**config.mk**
```make
export PLATFORM = sky130hd
export DESIGN_NAME = exu_div_iter
export DESIGN_NICKNAME = d
export VERILOG_FILES = /design/src/rtl/exu_div_iter.sv
export SDC_FILE = /design/constraint.sdc
export NUM_CORES = 1
export LEC_CHECK = 0
export ABC_AREA = 1
export CORE_ASPECT_RATIO = 0.5
export CORE_MARGIN = 4
export CORE_UTILIZATION = 30
export DETAILED_ROUTE_END_ITERATION = 8
export GPL_TIMING_DRIVEN = 0
export SLEW_MARGIN = 20
export SYNTH_ARGS = -nofsm -noshare
export SYNTH_HDL_FRONTEND = slang
export SYNTH_SLANG_ARGS = --single-unit
export TNS_END_PERCENT = 30
```
**constraint.sdc**
```tcl
create_clock -name clk -period 3.3 [get_ports clk]
set_input_delay 0.99 -clock clk [delete_from_list [all_inputs] [get_ports clk]]
set_output_delay 0.99 -clock clk [all_outputs]
set_load 0.01 [all_outputs]
```
**src/rtl/exu_div_iter.sv**
```systemverilog
// Iterative restoring integer divider retiring BPC quotient bits per cycle.
// Handles signed or unsigned operands, returns the quotient or the remainder, and resolves trivial operands early.
module exu_div_iter #(
   parameter int WIDTH = 32,
   parameter int BPC   = 1
) (
   input  logic             clk,
   input  logic             rst_l,
   input  logic             valid_in,
   input  logic             unsign,
   input  logic             rem,
   input  logic [WIDTH-1:0] dividend,
   input  logic [WIDTH-1:0] divisor,
   input  logic             fast_disable,
   input  logic             flush,
   output logic             ready,
   output logic             stall,
   output logic             finish,
   output logic [WIDTH-1:0] result
);

   localparam int N     = WIDTH / BPC;
   localparam int CNT_W = (N > 1) ? $clog2(N) : 1;

   typedef enum logic [1:0] {S_IDLE, S_RUN, S_FIX, S_DONE} state_t;

   state_t             r_state;
   logic [CNT_W-1:0]   r_cnt;
   logic               r_ready;
   logic               r_finish;
   logic [WIDTH-1:0]   r_result;

   logic               r_rem;
   logic               r_neg_q;
   logic               r_neg_r;
   logic               r_dvs_zero;
   logic [WIDTH-1:0]   r_quo;
   logic [WIDTH-1:0]   r_prem;
   logic [WIDTH-1:0]   r_dvs;

   logic               w_dvd_neg;
   logic               w_dvs_neg;
   logic [WIDTH-1:0]   w_dvd_mag;
   logic [WIDTH-1:0]   w_dvs_mag;
   logic               w_dvs_zero;
   logic               w_fast;
   logic               w_start;
   logic [WIDTH-1:0]   w_prem_nx;
   logic [WIDTH-1:0]   w_quo_nx;
   logic [WIDTH:0]     w_shift;
   logic [WIDTH:0]     w_trial;
   logic [WIDTH-1:0]   w_q_fix;
   logic [WIDTH-1:0]   w_r_fix;
   logic [WIDTH-1:0]   w_res;

   assign w_dvd_neg  = ~unsign & dividend[WIDTH-1];
   assign w_dvs_neg  = ~unsign & divisor[WIDTH-1];
   assign w_dvd_mag  = w_dvd_neg ? -dividend : dividend;
   assign w_dvs_mag  = w_dvs_neg ? -divisor : divisor;
   assign w_dvs_zero = (divisor == '0);
   assign w_fast     = ~fast_disable & (w_dvs_zero | (w_dvd_mag < w_dvs_mag));
   assign w_start    = (r_state == S_IDLE) & valid_in & ~flush;

   // Dividend bits shift out of r_quo's MSB while quotient bits shift into its LSB
   always_comb begin
      w_prem_nx = r_prem;
      w_quo_nx  = r_quo;
      w_shift   = '0;
      w_trial   = '0;
      for (int k = 0; k < BPC; k++) begin
         w_shift   = {w_prem_nx, w_quo_nx[WIDTH-1]};
         w_trial   = w_shift - {1'b0, r_dvs};
         w_prem_nx = w_trial[WIDTH] ? w_shift[WIDTH-1:0] : w_trial[WIDTH-1:0];
         w_quo_nx  = {w_quo_nx[WIDTH-2:0], ~w_trial[WIDTH]};
      end
   end

   assign w_q_fix = r_dvs_zero ? '1 : (r_neg_q ? -r_quo : r_quo);
   assign w_r_fix = r_neg_r ? -r_prem : r_prem;
   assign w_res   = r_rem ? w_r_fix : w_q_fix;

   always_ff @(posedge clk) begin
      if (w_start) begin
         r_rem      <= rem;
         r_neg_q    <= w_dvd_neg ^ w_dvs_neg;
         r_neg_r    <= w_dvd_neg;
         r_dvs_zero <= w_dvs_zero;
         r_dvs      <= w_dvs_mag;
         r_quo      <= w_fast ? '0 : w_dvd_mag;
         r_prem     <= w_fast ? w_dvd_mag : '0;
      end else if (r_state == S_RUN) begin
         r_quo      <= w_quo_nx;
         r_prem     <= w_prem_nx;
      end
   end

   always_ff @(posedge clk or negedge rst_l) begin
      if (!rst_l) begin
         r_state  <= S_IDLE;
         r_cnt    <= '0;
         r_ready  <= 1'b1;
         r_finish <= 1'b0;
         r_result <= '0;
      end else begin
         case (r_state)
            S_IDLE: begin
               if (w_start) begin
                  r_ready <= 1'b0;
                  r_cnt   <= '0;
                  r_state <= w_fast ? S_FIX : S_RUN;
               end
            end
            S_RUN: begin
               if (flush) begin
                  r_state <= S_IDLE;
                  r_ready <= 1'b1;
                  r_cnt   <= '0;
               end else if (r_cnt == CNT_W'(N - 1)) begin
                  r_state <= S_FIX;
                  r_cnt   <= '0;
               end else begin
                  r_cnt   <= r_cnt + 1'b1;
               end
            end
            S_FIX: begin
               if (flush) begin
                  r_state  <= S_IDLE;
                  r_ready  <= 1'b1;
               end else begin
                  r_result <= w_res;
                  r_finish <= 1'b1;
                  r_state  <= S_DONE;
               end
            end
            S_DONE: begin
               r_finish <= 1'b0;
               r_ready  <= 1'b1;
               r_state  <= S_IDLE;
            end
            default: begin
               r_state  <= S_IDLE;
               r_ready  <= 1'b1;
               r_finish <= 1'b0;
            end
         endcase
      end
   end

   assign ready  = r_ready;
   assign stall  = ~r_ready;
   assign finish = r_finish;
   assign result = r_result;

endmodule

```
==> reports/qor.yml <==
antenna_cells: 0
synth_edf_count: 100
skew_ns: 0.0125
leakagePower_nw: 7.47
core_um2: 42200
drc: 0
syn-num-nets: 2067
netlist_area_um2: 12900
grt_overflow: 0
critPathArrivalTime_ns: 3.96
ys_ff_latch: 141
fmax_ghz: 0.265
slew_violations: 0
num_vias: 13500
hold_class: "input port to async pin"
setup_viol: 66
max_slew_margin_pct: 41.3
drt-total-wl_um: 49100
cts_num_sinks: 141
rsz0062_at_grt: "yes"
ys_types: 48
drive_above_1_share_pct: 14.6
final_area_um2: 16600
violations: "negative setup slack"
drv_cap: 0
min_period_ns: 3.78
dp.cells: 2605
grt_max_degree: 53
path_clk_slew_ns: 0.07
avgSynthCellArea_um2: 6.72
synthToLayoutAreaGrowth_pct: 28.9
worstMarginPinSlew_ns: 0.880
grt_pass1_wl_um: 73700
final_cell_mix: "nand2_1, inv_1, nand3_1"
antenna_found_initial: 1
dieArea_um2: 46600
routabilityCongestion: 0.929
stdcell_count: 2697
yosys.area.top_type: "edfxtp_1"
htree_levels: 4
synthArstFlopShare_pct: 29.1
cts_root_buf: "clkbuf_16"
ant_nets: 0
final_net_count: 2253
place_ws_ns: -1.74
whs_ns: 0.468
worst_slack_ns: -0.480
yosysWarnings: 0
hold_buffers: 0
mostFrequentLayoutCell: "nand2_1"
status: "complete, but fails checks"
synthTopCellsByArea: "edfxtp_1, nand2_1, dfrtp_1"
utilization_pct: 39.4
setup_tns_ns: -28.84
post_drt_wl_per_cell_um: 18.2
cp.required_ns: 3.48
path_class: "input port to flop"
dr.first_iter.drc_count: 1113
rows: 53
powerDensity_nw_per_um2: 780
first_pass_iters: 5
cts_made_buffers: 17
via_per_inst: 4.99
clk_latency_ns: 0.44
hold_viol_final: 0
yosys.area.top_type_share_pct: 23.3
die_x_um: 301
grt_pass1_vias: 12600
syn-instance-count: 1921
place_area_um2: 14800
cts_tree: "yes"
peakVddDrop_v: 0.000375
place_hpwl_um: 40300
period_share_pct: 115
power_mw: 13.0
cp-end-kind: "flop"
grt_use_total_pct: 20.6
seq_area_frac_synth_pct: 31.2
path_max_fanout: 10
synth_ff_type: "edfxtp_1"
num_io_pins: 106
cts.path.max_buffers: 2
portBuffers: 105
worstSetupStartpointType: "input port"
start_util_pct: 30.5
die_h_um: 155
-- layer usage --
layer  routed length (µm)  track usage, %
met5                   12               0
met4                  941            4.84
met3                 3090            3.14
met2                23100            34.6
met1                22000            28.0
-- what timing repair did --
action | in CTS | in global routing
setup buffers | 45 | 14
endpoints found under the setup margin | 66 | 102
pin swaps | 48 | 23
cloned | 1 | 0
gates resized for setup | 228 | 58
-- final cells by class --
class                   count  area (µm²)
well taps                 577         722
clock inverters             7        47.5
fillers                  4393       25600
plain buffers              53         352
repair buffers            167        1530
multi-input cells        1450        8330
inverters                 277        1080
flip-flops and latches    141        4030
clock buffers              25         539
-- cells in the mapped netlist (9+ instances only) --
cell type	instances
nand3_1	190
dfrtp_1	40
a21oi_1	116
xnor2_1	19
nand3b_1	14
clkbuf_1	34
ha_1	74
nand2_1	497
nand4_1	34
nor2_2	13
o21ai_1	25
nor3_1	28
o21ai_0	116
xor2_1	58
edfxtp_1	100
inv_2	9
o211ai_1	10
inv_1	263
a31oi_1	15
nor2_1	189
-- path summary, 6_finish.rpt --
kind                                  start    endpoint  slack [ns]  cells after the start
worst min register to register   result[19]  result[19]        0.48                      2
worst max register to register    r_quo[31]  r_prem[30]        0.14                     16
max in group asynchronous             rst_l       ready        2.30                      2
worst max-delay path            dividend[4]   r_quo[29]       -0.48                     19
min in group clk                 result[19]  result[19]        0.48                      2
worst min-delay path                  rst_l   result[2]        0.47                      1
-- state kept, by name (all words and copies together), names as in the netlist, 2 cells and up --
| register | flops |
|---|---|
| r_dvs | 32 |
| result | 32 |
| r_cnt | 5 |
| r_prem | 32 |
| r_quo | 32 |
| r_state | 2 |
-- report_power, final --
group	switching [mW]	internal [mW]	total [mW]
logic	4.77	2.66	7.43
registers	0.682	2.94	3.62
clock network	0.783	1.14	1.92
total	6.23	6.73	13.0
-- kinds of logic after synthesis --
kind of cell / Yosys count / synth area share, %
and+or+nand+nor: 990 / 33.0
xor gates and xnor gates: 78 / 5.35
DFF: 141 / 31.2
adders and majority gates: 75 / 7.33
AOI/OAI and AO/OA: 307 / 12.9
buffers and inverters: 330 / 10.1
-- critical path: stages --
cell and delay, ns:
clkdlybuf4s50_1 0.45, inv_2 0.08, nand2_2 0.07, nor2_4 0.20, nand3_2 0.15, o31ai_4 0.30, xor2_2 0.23, ha_1 0.28
a21oi_1 0.14, o21ai_0 0.09, a21oi_1 0.14, nand2_1 0.10, nand2_1 0.07, nand2_1 0.05, nand2_2 0.12, nand2_8 0.13
buf_6 0.18, nand2_1 0.09, o21ai_1 0.08
No activity file was read; power rests on OpenSTA's default activity.
